### src/rtl/pipe_stall_ctrl.sv
// rtl/pipe_stall_ctrl.sv - pipeline stall controller for jump, load and halt hazards
module pipe_stall_ctrl #(
  parameter int             IW         = 20,
  parameter int             OPW        = 5,
  parameter logic [2:0]     JMP_PFX    = 3'b111,
  parameter logic [OPW-1:0] LD_OPC     = 5'b10100,
  parameter logic [OPW-1:0] HLT_OPC    = 5'b10001,
  parameter int             JUMP_STALL = 2,
  parameter int             LOAD_STALL = 1
) (
  input  logic          clk,
  input  logic          reset,
  input  logic [IW-1:0] ins_pm,
  input  logic          ins_valid,
  input  logic          resume,
  output logic          stall,
  output logic          stall_pm,
  output logic [1:0]    stall_cause,
  output logic          halted,
  output logic [15:0]   stall_count
);

  typedef enum logic [2:0] {
    S_IDLE    = 3'd0,
    S_JSTALL  = 3'd1,
    S_LSTALL  = 3'd2,
    S_HALT    = 3'd3,
    S_RECOVER = 3'd4
  } state_e;

  localparam logic [1:0] CAUSE_NONE = 2'b00;
  localparam logic [1:0] CAUSE_JMP  = 2'b01;
  localparam logic [1:0] CAUSE_LD   = 2'b10;
  localparam logic [1:0] CAUSE_HLT  = 2'b11;

  // The decode cycle in IDLE is the first stall cycle, so the counter covers the rest.
  localparam logic [3:0] JCNT_INIT = 4'(JUMP_STALL - 2);
  localparam logic [3:0] LCNT_INIT = 4'(LOAD_STALL - 2);

  state_e         state_q, state_d;
  logic [3:0]     cnt_q, cnt_d;
  logic           stall_pm_q;
  logic [15:0]    stall_count_q;

  logic [OPW-1:0] opcode;
  logic           dec_hlt, dec_ld, dec_jmp;
  logic           unused_ins;

  assign opcode     = ins_pm[IW-1:IW-OPW];
  assign unused_ins = ^ins_pm[IW-OPW-1:0];
  assign dec_hlt    = ins_valid && (opcode == HLT_OPC);
  assign dec_ld     = ins_valid && (opcode == LD_OPC);
  assign dec_jmp    = ins_valid && (opcode[OPW-1:OPW-3] == JMP_PFX);

  always_ff @(posedge clk) begin
    if (reset) begin
      state_q       <= S_IDLE;
      cnt_q         <= 4'd0;
      stall_pm_q    <= 1'b0;
      stall_count_q <= 16'd0;
    end else begin
      state_q    <= state_d;
      cnt_q      <= cnt_d;
      stall_pm_q <= stall;
      if (stall && (stall_count_q != 16'hFFFF)) begin
        stall_count_q <= stall_count_q + 16'd1;
      end
    end
  end

  always_comb begin
    state_d = state_q;
    cnt_d   = cnt_q;
    case (state_q)
      S_IDLE: begin
        if (dec_hlt) begin
          state_d = S_HALT;
        end else if (dec_ld) begin
          if (LOAD_STALL > 1) begin
            state_d = S_LSTALL;
            cnt_d   = LCNT_INIT;
          end else begin
            state_d = S_RECOVER;
          end
        end else if (dec_jmp) begin
          if (JUMP_STALL > 1) begin
            state_d = S_JSTALL;
            cnt_d   = JCNT_INIT;
          end else begin
            state_d = S_RECOVER;
          end
        end
      end
      S_JSTALL, S_LSTALL: begin
        if (cnt_q == 4'd0) begin
          state_d = S_RECOVER;
        end else begin
          cnt_d = cnt_q - 4'd1;
        end
      end
      S_HALT: begin
        if (resume) state_d = S_RECOVER;
      end
      S_RECOVER: state_d = S_IDLE;
      default:   state_d = S_IDLE;
    endcase
  end

  always_comb begin
    stall       = 1'b0;
    stall_cause = CAUSE_NONE;
    halted      = 1'b0;
    if (!reset) begin
      case (state_q)
        S_IDLE: begin
          if (dec_hlt) begin
            stall       = 1'b1;
            stall_cause = CAUSE_HLT;
          end else if (dec_ld) begin
            stall       = 1'b1;
            stall_cause = CAUSE_LD;
          end else if (dec_jmp) begin
            stall       = 1'b1;
            stall_cause = CAUSE_JMP;
          end
        end
        S_JSTALL: begin
          stall       = 1'b1;
          stall_cause = CAUSE_JMP;
        end
        S_LSTALL: begin
          stall       = 1'b1;
          stall_cause = CAUSE_LD;
        end
        S_HALT: begin
          stall       = 1'b1;
          stall_cause = CAUSE_HLT;
          halted      = 1'b1;
        end
        default: ;
      endcase
    end
  end

  assign stall_pm    = stall_pm_q;
  assign stall_count = stall_count_q;

endmodule

### config.mk
export PLATFORM = sky130hd
export DESIGN_NAME = pipe_stall_ctrl
export DESIGN_NICKNAME = d
export VERILOG_FILES = /design/src/rtl/pipe_stall_ctrl.sv
export SDC_FILE = /design/constraint.sdc
export NUM_CORES = 1
export LEC_CHECK = 0
export CORE_AREA = 2 2 80 44
export CTS_BUF_LIST = sky130_fd_sc_hd__clkbuf_8
export DETAILED_ROUTE_END_ITERATION = 6
export DIE_AREA = 0 0 82 46
export MAX_ROUTING_LAYER = met4
export PLACE_DENSITY = 0.77
export RECOVER_POWER = 25
export REMOVE_ABC_BUFFERS = 1
export SLEW_MARGIN = 20
export SYNTH_ARGS = -nofsm -noshare
export SYNTH_HDL_FRONTEND = slang
export SYNTH_SLANG_ARGS = --single-unit
export TNS_END_PERCENT = 1
### constraint.sdc
create_clock -name clk -period 2.5 [get_ports clk]
set_input_delay 0.375 -clock clk [delete_from_list [all_inputs] [get_ports clk]]
set_output_delay 0.375 -clock clk [all_outputs]
set_load 0.005 [all_outputs]
==> flow_summary_export.csv <==
group,metric,value,unit
setup_path,critPathSlowestCell,"clkdlybuf4s50_1",
timing,rsz0062_at_grt,"false",
routing,drt-pass1-iter-count,4,
global_routing,grt_pass1_vias,1278,
setup_path,crit_top_cell,"clkdlybuf4s50_1",
synth,ys_ff_latch,24,
floorplan,die_h,46,microns
timing,setup_violations,0,
pwr,p_seq_share,53.4,%
floorplan,rows,15,
global_routing,grt_pass1_wl,6090,microns
cells_and_area,stdcell_count,239,
pwr,pwr-share-comb,10.7,%
timing,tightest_slew,460,ps
cts,clk_latency,270,ps
cells_and_area,syn_to_final_growth,32.1,%
place,post-place-ws,-69.6,ps
global_routing,grtUsageTotal,22.1,%
pwr,powerDensity,405,nW/um^2
floorplan,die_area,3770,sq um
cts,cts_tree,"built",
pwr,pwr-share-clk,35.9,%
timing,relSlewSlack,69.3,%
routing,vias,1431,
setup_path,critPathKind,"in -> out",
place,gp_congestion,0.878,
cts,path_clk_slew,80,ps
synth,synth_top_area_share,35.3,%
timing,finalCritPeriodShare,97.4,%
cts,clock_path_buffers,2,
floorplan,io_pins,45,
cells_and_area,insertedDiodeCount,0,
cts,hold_buffers,0,
pwr,total_leakage_power,0.653,nW
synth,synth_cell_type_count,43,
routing,post_drt_wl_per_cell,15.5,microns
setup_path,critPathCaptureType,"output port",
routing,first_iter_violations,166,
cells_and_area,n_fill_cell,278,
synth,synth_seq_area_share,35.3,%
setup_path,worstPathArrival,2060,ps
pwr,swShare,22.4,%
pwr,switchingPower,163,uW
cts,numCtsBuffers,3,
synth,syn_inst,163,
routing,drc,0,
routing,wl,3700,microns
synth,synth_edf_count,0,
synth,yosys.area.top_type,"dfxtp_1",
global_routing,grt-ovfl-total,0,
place,dp_cells,234,
floorplan,die_w,82,microns
global_routing,antenna_found_initial,0,
setup_path,crit_chain,"clkdlybuf4s50_1 -> nand2_1 -> or3_1 -> nor3_1 -> o21a_1 -> clkdlybuf4s50_1",
cts,ctsRootBufferMaster,"clkbuf_8",
synth,synth_warnings,0,
synth,synthArstFlopShare,0,%
timing,clock_skew,1.27,ps
synth,synth_ff_type,"dfxtp_1",
timing,clock.fmax,411,MHz
cells_and_area,post-route-util,57.1,%
timing,drv_slew,0,
floorplan,start_util,43.2,%
timing,fin_crit,2430,ps
place,dp_hpwl,2740,microns
global_routing,grt_max_degree,30,
hold_path,hold_path_class,"reg -> reg",
cts,clkSinkCount,24,
cts,cts_max_level,1,
cells_and_area,final_common_cell,"dfxtp_1",
cells_and_area,nets,224,
pwr,ir_worst_vdd,0.263,mV
setup_path,required,2120,ps
setup_path,start_kind,"primary input",
synth,syn_area_per_cell,8.36,sq um
synth,synth_area_leaders,"dfxtp_1, a21oi_1, or4_1, o21ai_0, o31ai_1",
outcome,status,"finished, final reports clean",
synth,syn_area,1360,sq um
flow_run,maxCapViolCount,0,
timing,final.setup.worst_slack,65.2,ps
routing,drtAntennaViolNets,0,
cells_and_area,drive_gt1_share,10.7,%
place,portBuffers,29,
floorplan,core,3150,sq um
routing,viasPerCell,5.99,
setup_path,max_stage_delay,500,ps
pwr,p_int,566,uW
cells_and_area,final_cell_mix,"dfxtp_1, clkdlybuf4s50_1, a21oi_1, nand2_1",
timing,hold_viol,0,
setup_path,path_max_fanout,2,
[stage by stage]
stage	hold slack [ps]	cell area [sq um]	TNS [ps]	total power [mW]
after global routing	527	1800	0	0.764
after floorplan	444	1310	0	0.428
after global placement	479	1740	-54.3	0.473
final	498	1800	0	0.730
after detailed placement	490	1740	-130	0.476
after CTS	508	1800	0	0.734
[synth_stat cells, types with 3 or more instances]
cell type and instances:
nor3_1 6, o41ai_1 4, nand3_1 4, clkbuf_1 4
buf_2 4, o21a_1 3, and3_1 4, nand2_1 11
a21oi_1 14, or4_1 7, o21ai_0 10, inv_1 8
o31ai_1 6, or3_1 3, dfxtp_1 24, o311ai_0 4
nand4_1 5, nor2_1 6, nor3b_1 4, a211oi_1 3
[layout make-up]
type	count	area [sq um]	share of cell area, %
inverters	8	30.0	1.67
repair buffers	40	385	21.4
flip-flops and latches	24	480	26.7
well taps	42	52.6	2.92
clock buffers	4	55.1	3.06
multi-input cells	121	797	44.3
[metal layers]
| layer | vias to the layer above | part of all wire (%) | global-route usage (%) |
|---|---|---|---|
| li1 | 702 | - | - |
| met3 | 0 | 6.5 | 4.96 |
| met5 | - | 0 | - |
| met2 | 50 | 47 | 36.3 |
| met1 | 679 | 46 | 28.7 |
| met4 | 0 | 0 | 3.33 |
[logic make-up after synthesis]
logic type      Yosys count  synth area share [%]
compound gates           49                  23.3
xor+xnor                  3                  1.93
fa+ha+maj                 2                  1.84
buf+inv                  18                  6.43
flops                    24                  35.3
simple gates             67                  31.2
[power groups by stage]
stage / Clock [mW] / Combinational, mW / Sequential (mW)
after floorplan: 0 / 0.0306 / 0.398
after global placement: 0 / 0.0752 / 0.398
after detailed placement: 0 / 0.0776 / 0.399
after CTS: 0.267 / 0.0774 / 0.389
after global routing: 0.289 / 0.0848 / 0.390
final: 0.262 / 0.0784 / 0.389
[worst max-delay path, delay by kind of cell]
| family | cells | cell delay [ps] |
|---|---|---|
| and+or+nand+nor | 3 | 590 |
| buffers and inverters | 2 | 970 |
| AOI/OAI and AO/OA | 1 | 130 |
[final timing paths]
check	to	from	cells after the start	slack, ps
worst max-delay path	stall_cause[1]	ins_valid	6	70
worst max register to register	stall_count[5]	stall_count[0]	6	440
worst min register to register	stall_count[12]	stall_count[12]	2	500
worst min-delay path	stall_count[12]	stall_count[12]	2	500
[repair_timing]
action	4_1_cts	5_1_grt
endpoints found under the setup margin	2	1
buffers inserted	1	0
gates cloned	0	0
resized for setup	2	3
pin swaps	1	1
[state kept, by name, indices dropped and copies added (netlist names)]
| signal | cells |
|---|---|
| stall_pm | 1 |
| cnt_q | 4 |
| stall_count | 16 |
| state_q | 3 |
(Power assumes the default switching activity.)
